==> config.mk <==
export PLATFORM = sky130hd
export DESIGN_NAME = bcp_engine
export DESIGN_NICKNAME = d
export VERILOG_FILES = /design/src/rtl/bcp_engine.sv
export SDC_FILE = /design/constraint.sdc
export NUM_CORES = 1
export LEC_CHECK = 0
export BUFFER_PORTS_ARGS = -buffer_cell sky130_fd_sc_hd__buf_2
export CORE_MARGIN = 5
export CORE_UTILIZATION = 41
export CTS_CLUSTER_DIAMETER = 50
export DETAILED_ROUTE_END_ITERATION = 7
export PLACE_DENSITY = 0.59
export REMOVE_ABC_BUFFERS = 1
export SKIP_LAST_GASP = 1
export SLEW_MARGIN = 20
export SYNTH_ARGS = -nofsm -noshare
export SYNTH_HDL_FRONTEND = slang
export SYNTH_SLANG_ARGS = --single-unit
==> constraint.sdc <==
create_clock -name clock -period 4.7 [get_ports clock]
set_clock_uncertainty 0.2 [all_clocks]
set_input_delay 0.705 -clock clock [delete_from_list [all_inputs] [get_ports clock]]
set_output_delay 0.705 -clock clock [all_outputs]
set_load 0.1 [all_outputs]
==> src/rtl/bcp_engine.sv <==
// bcp_engine: Boolean-constraint-propagation responder.
//
// Clause indices arrive from the controller on bcp_en/bcp_clause_idx and are
// buffered in a small circular queue. One clause at a time is fetched from the
// clause database and its literals are classified against the variable state
// table. A unit clause pushes its remaining literal as an implication, and a
// clause with every literal false raises a sticky conflict and flushes the
// queue. A satisfied clause stops evaluation at the first true literal.
//
// Ports
//   clock, reset          system clock, asynchronous active-high reset
//   bcp_en                one-cycle strobe, enqueue bcp_clause_idx
//   bcp_clause_idx        clause index to evaluate
//   reset_bcp             synchronous flush of queue, FSM and sticky flags
//   bcp_busy              queue non-empty or a clause in flight
//   conflict              sticky, some clause had all literals false
//   bcp_overflow          sticky, a strobe arrived while the queue was full
//   cdb_read/cdb_addr     clause database read request
//   cdb_data              clause data, slot k = {valid, neg, var}
//   read_vs/var_in_vs     variable state read request
//   val_out_vs            variable value
//   unassign_out_vs       variable is unassigned
//   push_imply            implication push strobe
//   var_in_imply          implied variable
//   val_in_imply          implied value
//   type_in_imply         implication type, constant 1 (implied)
//   full_imply            implication queue full
//
// Memory-style inputs (cdb_data, val_out_vs, unassign_out_vs) are sampled in
// the cycle where the corresponding registered strobe is high.
module bcp_engine #(
  parameter int LITS             = 3,
  parameter int QDEPTH           = 8,
  parameter int MAX_CLAUSES_BITS = 8,
  parameter int MAX_VARS_BITS    = 6
) (
  input  logic                                clock,
  input  logic                                reset,
  input  logic                                bcp_en,
  input  logic [MAX_CLAUSES_BITS-1:0]         bcp_clause_idx,
  input  logic                                reset_bcp,
  output logic                                bcp_busy,
  output logic                                conflict,
  output logic                                bcp_overflow,
  output logic                                cdb_read,
  output logic [MAX_CLAUSES_BITS-1:0]         cdb_addr,
  input  logic [LITS*(MAX_VARS_BITS+2)-1:0]   cdb_data,
  output logic                                read_vs,
  output logic [MAX_VARS_BITS-1:0]            var_in_vs,
  input  logic                                val_out_vs,
  input  logic                                unassign_out_vs,
  output logic                                push_imply,
  output logic [MAX_VARS_BITS-1:0]            var_in_imply,
  output logic                                val_in_imply,
  output logic                                type_in_imply,
  input  logic                                full_imply
);

  localparam int SLOT_W = MAX_VARS_BITS + 2;
  localparam int CL_W   = LITS * SLOT_W;
  localparam int KW     = (LITS > 1) ? $clog2(LITS) : 1;
  localparam int PW     = $clog2(QDEPTH);
  localparam int CW     = PW + 1;

  localparam logic [KW-1:0] K_LAST = KW'(LITS - 1);
  localparam logic [CW-1:0] Q_FULL = CW'(QDEPTH);

  localparam logic [2:0] S_IDLE     = 3'd0;
  localparam logic [2:0] S_CL_READ  = 3'd1;
  localparam logic [2:0] S_LIT_READ = 3'd2;
  localparam logic [2:0] S_LIT_EVAL = 3'd3;
  localparam logic [2:0] S_RESOLVE  = 3'd4;
  localparam logic [2:0] S_PUSH     = 3'd5;

  // Unassigned-literal counter only needs to distinguish 0, 1 and "2 or more".
  function automatic logic [1:0] sat_inc2(input logic [1:0] n);
    return (n == 2'd2) ? 2'd2 : n + 2'd1;
  endfunction

  logic [2:0]                  state_q, state_d;
  logic [KW-1:0]               k_q, k_d;
  logic [1:0]                  nun_q, nun_d;
  logic [MAX_VARS_BITS-1:0]    unit_var_q, unit_var_d;
  logic                        unit_neg_q, unit_neg_d;
  logic [CL_W-1:0]             clause_q, clause_d;
  logic [PW-1:0]               rd_ptr_q, rd_ptr_d, wr_ptr_q, wr_ptr_d;
  logic [CW-1:0]               cnt_q, cnt_d;
  logic                        busy_q, busy_d;
  logic                        conflict_q, conflict_d;
  logic                        ovf_q, ovf_d;
  logic                        cdb_read_q, cdb_read_d;
  logic [MAX_CLAUSES_BITS-1:0] cdb_addr_q, cdb_addr_d;
  logic                        read_vs_q, read_vs_d;
  logic [MAX_VARS_BITS-1:0]    var_in_vs_q, var_in_vs_d;
  logic                        push_q, push_d;
  logic [MAX_VARS_BITS-1:0]    imply_var_q, imply_var_d;
  logic                        imply_val_q, imply_val_d;

  logic [MAX_CLAUSES_BITS-1:0] q_mem [QDEPTH];

  logic                        deq, enq, flush;
  logic                        q_empty, q_full;
  logic [SLOT_W-1:0]           slot_cur;
  logic                        slot_valid, slot_neg;
  logic [MAX_VARS_BITS-1:0]    slot_var;

  assign q_empty    = (cnt_q == '0);
  assign q_full     = (cnt_q == Q_FULL);
  assign slot_cur   = clause_q[int'(k_q) * SLOT_W +: SLOT_W];
  assign slot_valid = slot_cur[SLOT_W-1];
  assign slot_neg   = slot_cur[SLOT_W-2];
  assign slot_var   = slot_cur[MAX_VARS_BITS-1:0];

  always_comb begin
    state_d     = state_q;
    k_d         = k_q;
    nun_d       = nun_q;
    unit_var_d  = unit_var_q;
    unit_neg_d  = unit_neg_q;
    clause_d    = clause_q;
    rd_ptr_d    = rd_ptr_q;
    wr_ptr_d    = wr_ptr_q;
    cnt_d       = cnt_q;
    conflict_d  = conflict_q;
    ovf_d       = ovf_q;
    cdb_read_d  = 1'b0;
    cdb_addr_d  = cdb_addr_q;
    read_vs_d   = 1'b0;
    var_in_vs_d = var_in_vs_q;
    push_d      = 1'b0;
    imply_var_d = imply_var_q;
    imply_val_d = imply_val_q;
    deq         = 1'b0;
    enq         = 1'b0;
    flush       = 1'b0;

    unique case (state_q)
      S_IDLE: begin
        if (!q_empty && !conflict_q && !reset_bcp) begin
          deq        = 1'b1;
          cdb_read_d = 1'b1;
          cdb_addr_d = q_mem[rd_ptr_q];
          state_d    = S_CL_READ;
        end
      end
      S_CL_READ: begin
        clause_d = cdb_data;
        k_d      = '0;
        nun_d    = 2'd0;
        state_d  = S_LIT_READ;
      end
      S_LIT_READ: begin
        if (slot_valid) begin
          read_vs_d   = 1'b1;
          var_in_vs_d = slot_var;
          state_d     = S_LIT_EVAL;
        end else if (k_q == K_LAST) begin
          state_d = S_RESOLVE;
        end else begin
          k_d = k_q + 1'b1;
        end
      end
      S_LIT_EVAL: begin
        if (!unassign_out_vs && (val_out_vs != slot_neg)) begin
          // A true literal satisfies the clause; nothing left to learn from it.
          state_d = S_IDLE;
        end else begin
          if (unassign_out_vs) begin
            nun_d = sat_inc2(nun_q);
            if (nun_q == 2'd0) begin
              unit_var_d = slot_var;
              unit_neg_d = slot_neg;
            end
          end
          if (k_q == K_LAST) begin
            state_d = S_RESOLVE;
          end else begin
            k_d     = k_q + 1'b1;
            state_d = S_LIT_READ;
          end
        end
      end
      S_RESOLVE: begin
        if (nun_q == 2'd0) begin
          conflict_d = 1'b1;
          flush      = 1'b1;
          state_d    = S_IDLE;
        end else if (nun_q == 2'd1) begin
          // Load the implication now so it is stable for the whole stall.
          imply_var_d = unit_var_q;
          imply_val_d = ~unit_neg_q;
          state_d     = S_PUSH;
        end else begin
          state_d = S_IDLE;
        end
      end
      S_PUSH: begin
        if (!full_imply) begin
          push_d  = 1'b1;
          state_d = S_IDLE;
        end
      end
      default: state_d = S_IDLE;
    endcase

    // Indices are silently dropped while a conflict is pending or being raised.
    if (bcp_en && !conflict_q && !flush && !reset_bcp) begin
      if (!q_full || deq) begin
        enq = 1'b1;
      end else begin
        ovf_d = 1'b1;
      end
    end

    rd_ptr_d = rd_ptr_q + PW'(deq);
    wr_ptr_d = wr_ptr_q + PW'(enq);
    cnt_d    = cnt_q + CW'(enq) - CW'(deq);

    if (flush) begin
      rd_ptr_d = '0;
      wr_ptr_d = '0;
      cnt_d    = '0;
    end

    if (reset_bcp) begin
      state_d    = S_IDLE;
      rd_ptr_d   = '0;
      wr_ptr_d   = '0;
      cnt_d      = '0;
      conflict_d = 1'b0;
      ovf_d      = 1'b0;
      cdb_read_d = 1'b0;
      read_vs_d  = 1'b0;
      push_d     = 1'b0;
    end

    // Busy is registered from next state so it drops together with the FSM.
    busy_d = (cnt_d != '0) || (state_d != S_IDLE);
  end

  always_ff @(posedge clock or posedge reset) begin
    if (reset) begin
      state_q     <= S_IDLE;
      k_q         <= '0;
      nun_q       <= 2'd0;
      unit_var_q  <= '0;
      unit_neg_q  <= 1'b0;
      clause_q    <= '0;
      rd_ptr_q    <= '0;
      wr_ptr_q    <= '0;
      cnt_q       <= '0;
      busy_q      <= 1'b0;
      conflict_q  <= 1'b0;
      ovf_q       <= 1'b0;
      cdb_read_q  <= 1'b0;
      cdb_addr_q  <= '0;
      read_vs_q   <= 1'b0;
      var_in_vs_q <= '0;
      push_q      <= 1'b0;
      imply_var_q <= '0;
      imply_val_q <= 1'b0;
    end else begin
      state_q     <= state_d;
      k_q         <= k_d;
      nun_q       <= nun_d;
      unit_var_q  <= unit_var_d;
      unit_neg_q  <= unit_neg_d;
      clause_q    <= clause_d;
      rd_ptr_q    <= rd_ptr_d;
      wr_ptr_q    <= wr_ptr_d;
      cnt_q       <= cnt_d;
      busy_q      <= busy_d;
      conflict_q  <= conflict_d;
      ovf_q       <= ovf_d;
      cdb_read_q  <= cdb_read_d;
      cdb_addr_q  <= cdb_addr_d;
      read_vs_q   <= read_vs_d;
      var_in_vs_q <= var_in_vs_d;
      push_q      <= push_d;
      imply_var_q <= imply_var_d;
      imply_val_q <= imply_val_d;
    end
  end

  // Queue storage carries data only; validity is tracked by the count.
  always_ff @(posedge clock) begin
    if (enq) begin
      q_mem[wr_ptr_q] <= bcp_clause_idx;
    end
  end

  assign bcp_busy      = busy_q;
  assign conflict      = conflict_q;
  assign bcp_overflow  = ovf_q;
  assign cdb_read      = cdb_read_q;
  assign cdb_addr      = cdb_addr_q;
  assign read_vs       = read_vs_q;
  assign var_in_vs     = var_in_vs_q;
  assign push_imply    = push_q;
  assign var_in_imply  = imply_var_q;
  assign val_in_imply  = imply_val_q;
  assign type_in_imply = 1'b1;

endmodule

======== After elaboration in Yosys (flattened, before gate mapping) ========
Memories as Yosys holds them, arrays and structs flattened. A register that Yosys moved wholly into a read port is not among the register bits.
Index checks and enable logic that the tools add are counted.
cells by class
  eq/ne operators ......................... 14
  muxes and demuxes ....................... 45
  shift operators ......................... 1
  add/subtract/negate cells ............... 6
  reduce and logical (&&, ||, !) cells .... 32
  bitwise logic cells ..................... 3
operators with widths
  kind                                                             number
  3-bit 2-to-1 mux                                                 13
  24-bit by 6-bit variable part select with 8-bit output           1
  1-bit 2-to-1 mux                                                 21
  3-bit one-hot mux with 6 select lines                            1
  2-bit 2-to-1 mux                                                 6
  3-bit AND reduction                                              3
  4-bit 2-to-1 mux                                                 2
  2-bit != test, second input constant                             4
  2-bit AND reduction                                              4
  2-bit nonzero test                                               4
  3-bit by 1-bit adder with 3-bit output                           2
  3-bit by 2-bit == test with 1-bit output, second input constant  2
  3-bit == test, second input constant                             2
  1-bit logical AND                                                6
  1-bit logical NOT                                                6
  2-bit one-hot mux with 3 select lines                            1
  3-bit nonzero test                                               2
  2-bit by 1-bit adder with 2-bit output, second input constant    2
  4-bit by 1-bit adder with 4-bit output                           1
  2-bit == test, second input constant                             2
  4-bit == test, second input constant                             1
  4-bit logical NOT                                                1
  2-bit one-hot mux with 2 select lines                            1
  4-bit AND reduction                                              1
  9 further kinds                                                  12
storage, ports and cells
  memories ................................ 1
  output and inout bits ................... 28
  word-level logic and storage cells ...... 120
  input port bits ......................... 39
  flip-flop bits (word level) ............. 67
  memory bits (writable) .................. 64
memories
  name   words  bits a word  read ports  clocked after memory_dff  wr ports  RTL line  RTL
  q_mem  8      8            1           1                         1         99        logic [MAX_CLAUSES_BITS-1:0] q_mem [QDEPTH];

======== Logic depth before layout (Yosys ltp) ========
  word-level depth ........................ 15
  gate-level depth with buffers ........... 12
  depth with buffers taken out ............ 12

======== Worst setup path before layout ========
No wires, ideal clock.
  path type ............................... in2reg
  from .................................... input reset_bcp
  to ...................................... register busy_q, in the netlist bcp_busy
  data required time ...................... 4362 ps
  stages .................................. 12
  setup slack ............................. 1136 ps
  arrival ................................. 3225 ps
  path buffers ............................ 2
  setup time .............................. 138 ps
  path through ............................ buf_2 > or4_4 > a211oi_2 > buf_4 > nand2_1 > o21ai_1 > ha_1 > inv_1 > fa_1 > xor2_1 > a41oi_1 > or4b_1
on the way
  word-level cells in the longest chain between the ends .. 13
  elaborated cells between the ends (all ways) .. 18
  classes of those cells .................. add/sub (2); mux (9); reduce/logical (7)
ends and longest elaborated chain
  item                                         RTL line  RTL
  start: declaration                           41        input logic reset_bcp,
  1-bit logical NOT                            139, 207
  1-bit logical AND                            139       if (!q_empty && !conflict_q && !reset_bcp) begin
  1-bit 2-to-1 mux                             139
  1-bit 2-to-1 mux                             137       unique case (state_q)
  1-bit logical OR                             208       if (!q_full || deq) begin
  1-bit 2-to-1 mux                             208
  1-bit 2-to-1 mux                             207       if (bcp_en && !conflict_q && !flush && !reset_bcp) begin
  4-bit by 1-bit adder with 4-bit output       217       cnt_d = cnt_q + CW'(enq) - CW'(deq);
  4-bit by 1-bit subtractor with 4-bit output  217
  4-bit 2-to-1 mux                             219       if (flush) begin
  4-bit 2-to-1 mux                             225       if (reset_bcp) begin
  4-bit nonzero test                           238       busy_d = (cnt_d != '0) || (state_d != S_IDLE);
  1-bit logical OR *                           238
  named net busy_d                             88        logic busy_q, busy_d;
  end signal: assignment                       272       busy_q <= busy_d;
  end: declaration                             88
Mark *: on every way through the listed nets, which the timed path passes. The rest lies on a longest branch.
A chain may end at the register's enable or synchronous reset.

======== Final worst setup path ========
  from .................................... register state_q[1]
  to ...................................... register busy_q, in the netlist bcp_busy
on the way
  word-level cells in the longest chain between the ends .. 12
  elaborated cells between the ends (all ways) .. 27
  classes of those cells .................. add/sub (2); eq/ne (5); mux (12); reduce/logical (8)
ends and longest elaborated chain
  item                                         RTL line  RTL
  start: declaration                           80        logic [2:0] state_q, state_d;
  start signal: assignment                     263       state_q <= state_d;
  3-bit == test                                137
  1-bit 2-to-1 mux                             137
  1-bit logical NOT                            207
  1-bit logical AND (2 in series)              207
  1-bit 2-to-1 mux                             207
  4-bit by 1-bit adder with 4-bit output       217
  4-bit by 1-bit subtractor with 4-bit output  217
  4-bit 2-to-1 mux                             219
  4-bit 2-to-1 mux                             225
  4-bit nonzero test                           238
  1-bit logical OR *                           238
  named net busy_d                             88
Marked as above.

==> flow_metrics.py <==
metrics = {
    "hold_path": {
        "hold_path_class": "in2async",
    },
    "synth": {
        "synth_commonest_cells": "dfrtp_1, edfxtp_1, nor2_1, mux2_2, a21oi_1",
        "yosysWarnings": 0,
        "yosysSeqAreaShare_pct": 63.59,
        "synth_edf_count": 64,
        "ys_async_sr_fraction_pct": 53.96,
        "yosysTopAreaCell": "edfxtp_1",
        "synthMostInstantiatedCell": "dfrtp_1",
        "avgSynthCellArea_um2": 14.68,
        "netlist.area_leader.share_pct": 32.17,
        "syn_area_um2": 5973,
        "yosys_most_used_dff": "dfrtp_1",
        "synth_cell_types": 58,
        "synthTopCellsByArea": "edfxtp_1, dfrtp_1, mux4_2, mux2_2, mux2i_1",
        "synth_seq_cells": 139,
        "synthCells": 407,
    },
    "clock_network": {
        "cts_made_buffers": 17,
        "cts_hold_buf": 0,
        "cts_setup_buffers": 0,
        "cts_tree": "built",
        "cts_resized": 0,
        "clk_path_buf_depth": 2,
        "clk_latency_ns": 0.42,
        "clock_sinks": 139,
        "clockRootBuffer": "clkbuf_16",
        "htreeDepth": 4,
        "clk_pin_slew_ns": 0.06,
    },
    "sta": {
        "drv_slew": 0,
        "final.period_utilization_pct": 78.83,
        "rsz0062_at_grt": "false",
        "hold_viol": 0,
        "setup_tns_ns": 0,
        "fmax_ghz": 0.2699,
        "maxSlewHeadroom_pct": 39.40,
        "setup_violations": 0,
        "period_needed_ns": 3.705,
        "worstMarginPinSlew_ns": 0.9056,
        "setup_slack_ns": 0.9952,
    },
    "worst_setup_path": {
        "startpoint": "state_q[1]",
        "critPathCaptureType": "register",
        "setup.worst_path.class": "reg2reg",
        "startpoint_type": "register",
        "cp.arrival_ns": 3.78,
        "cp_cell_sequence": "or4_4, a211oi_2, buf_4, nand2_1, o21ai_1, ha_1, inv_1, fa_1, xor2_1, a41oi_1, or4b_1",
        "worst-path-buf-inv": 2,
        "cp_max_fo": 20,
        "cpPeakStageDelay_ns": 0.59,
        "r2r-start": "state_q[1]",
        "reg2reg_slack_ns": 1.0,
        "required_ns": 4.78,
        "critPathSlowestCell": "or4_4",
        "reg2reg_to": "bcp_busy",
        "crit_family": "simple AND/OR/NAND/NOR gates",
        "reg2reg_depth": 11,
    },
    "floorplanning": {
        "start_util_pct": 41.41,
        "die_y_um": 130.7,
        "num_rows": 44,
        "die_area_um2": 17080,
        "core_area_um2": 14420,
        "dieWidth_um": 130.7,
        "io_pins": 67,
    },
    "cells_and_area": {
        "multi_input_area_um2": 1996,
        "fin_nets": 525,
        "regArea_um2": 3800,
        "drive_above_1_share_pct": 33.74,
        "fillers": 1256,
        "antennaDiodeCount": 0,
        "syn_to_final_growth_pct": 16.86,
    },
    "routing": {
        "drcViolationCount": 0,
        "antenna_left": 0,
        "routed_wirelength_um": 11620,
        "drtIter0Drc": 278,
        "vias_per_cell": 5.055,
        "wire_per_inst_um": 17.34,
        "first_pass_iters": 4,
        "vias": 3387,
    },
    "power": {
        "power-per-cell-area_nw_per_um2": 661.3,
        "p_leak_nw": 2.796,
        "vdd_drop_max_v": 0.0003174,
    },
    "global_route": {
        "grt_pass1_vias": 3479,
        "antenna_found_initial": 0,
        "globalRouteOverflowTotal": 0,
        "grt_max_degree": 39,
        "grtUsageTotal_pct": 14.61,
        "grt_pass1_wl_um": 18540,
    },
    "placement": {
        "hpwl_um": 7966,
        "place_ws_ns": 0.7862,
        "numPortBuffers": 65,
        "routabilityCongestion": 0.7745,
    },
    "run_status": {
        "status": "finished, final reports clean",
    },
    "flow_run": {
        "max_cap_violations": 0,
    },
}
[cell families (layout without fill, tap and decap cells)]
kind of cell	after synthesis	in the layout	share of synthesized area [%]
buffers and inverters	38	117	3.121
AND/OR/NAND/NOR	88	88	7.834
AO/OA/AOI/OAI	55	55	6.368
other	1	1	0.06278
adder cells (fa/ha/maj)	13	13	2.849
multiplexers	67	67	15.29
flip-flops	139	139	63.59
XOR/XNOR	6	6	0.8798
[registers in the layout, summed over array words and instances (netlist names)]
name	cells
bcp_busy	1
bcp_overflow	1
cdb_addr	8
cdb_read	1
clause_q	24
cnt_q	4
conflict	1
k_q	2
nun_q	2
push_imply	1
q_mem	64
rd_ptr_q	3
read_vs	1
state_q	3
unit_neg_q	1
unit_var_q	6
val_in_imply	1
var_in_imply	6
var_in_vs	6
wr_ptr_q	3
[metal layers]
layer  routed length, um  track usage [%]  up-vias  part of all wire [%]
li1                    -                -     1616                     -
met1                5197            19.29     1707                    45
met2                5852            23.21       54                    50
met3                 473            4.309       10                   4.1
met4                  96            5.082        0                  0.83
met5                   0                0        -                     0
[where the power goes]
group          internal, mW  leakage, nW  switching (mW)  total, mW
clock network         0.685        0.261           0.530       1.22
registers              1.54         1.51           0.244       1.79
logic                 0.558         1.02            1.06       1.62
[cell usage in the layout, fill, tap and decap left out, types with 2 or more instances in the layout]
cell         n
a211oi_2     2
a21o_1       2
a21oi_1     25
a311oi_1     2
and2_1       6
buf_2       65
buf_4        3
clkbuf_16   17
clkinv_2     4
clkinv_4     2
clkinvlp_4   3
dfrtp_1     74
edfxtp_1    64
ha_1        12
inv_1       15
inv_6        4
inv_8        2
mux2_2      31
mux2i_1     19
mux4_2      16
nand2_1     12
nand2b_1     6
nand3_1      2
nand3b_1     2
nor2_1      38
nor2b_1      3
nor3_1       2
nor3_2       2
o21ai_0      9
o21ai_1      2
o21bai_1     3
xnor2_1      5
[per-stage QoR]
step	std cells	total power, mW	area (um^2)	utilization (%)	hold slack, ns
final	670	4.616	6980	48.40	0.1724
after global routing	670	4.887	6980	48.40	0.2307
after CTS	670	4.669	6975	48.36	0.1859
after detailed placement	638	3.436	6434	44.60	0.2522
after global placement	638	3.399	6432	44.60	0.2426
after floorplan	386	3.069	5851	-	0.2224
[cell type report]
type                            count  share of cell area [%]
Sequential cell                   139                   54.44
Tap cell                          184                   3.298
Clock buffer                       18                   6.148
Clock inverter                     14                   1.613
Timing Repair Buffer               68                   4.983
Inverter                           17                  0.9321
Multi-Input combinational cell    230                   28.59
[worst max-delay path by stage]
| stage | to | slack (ns) | depth (start not counted) |
|---|---|---|---|
| after detailed placement | bcp_busy | 0.79 | 12 |
| final | bcp_busy | 1.0 | 11 |
| after global placement | bcp_busy | 0.93 | 12 |
| after CTS | bcp_busy | 1.02 | 11 |
| after global routing | bcp_busy | 0.75 | 11 |
| after floorplan | bcp_busy | 0.81 | 10 |
(Power assumes the default switching activity.)
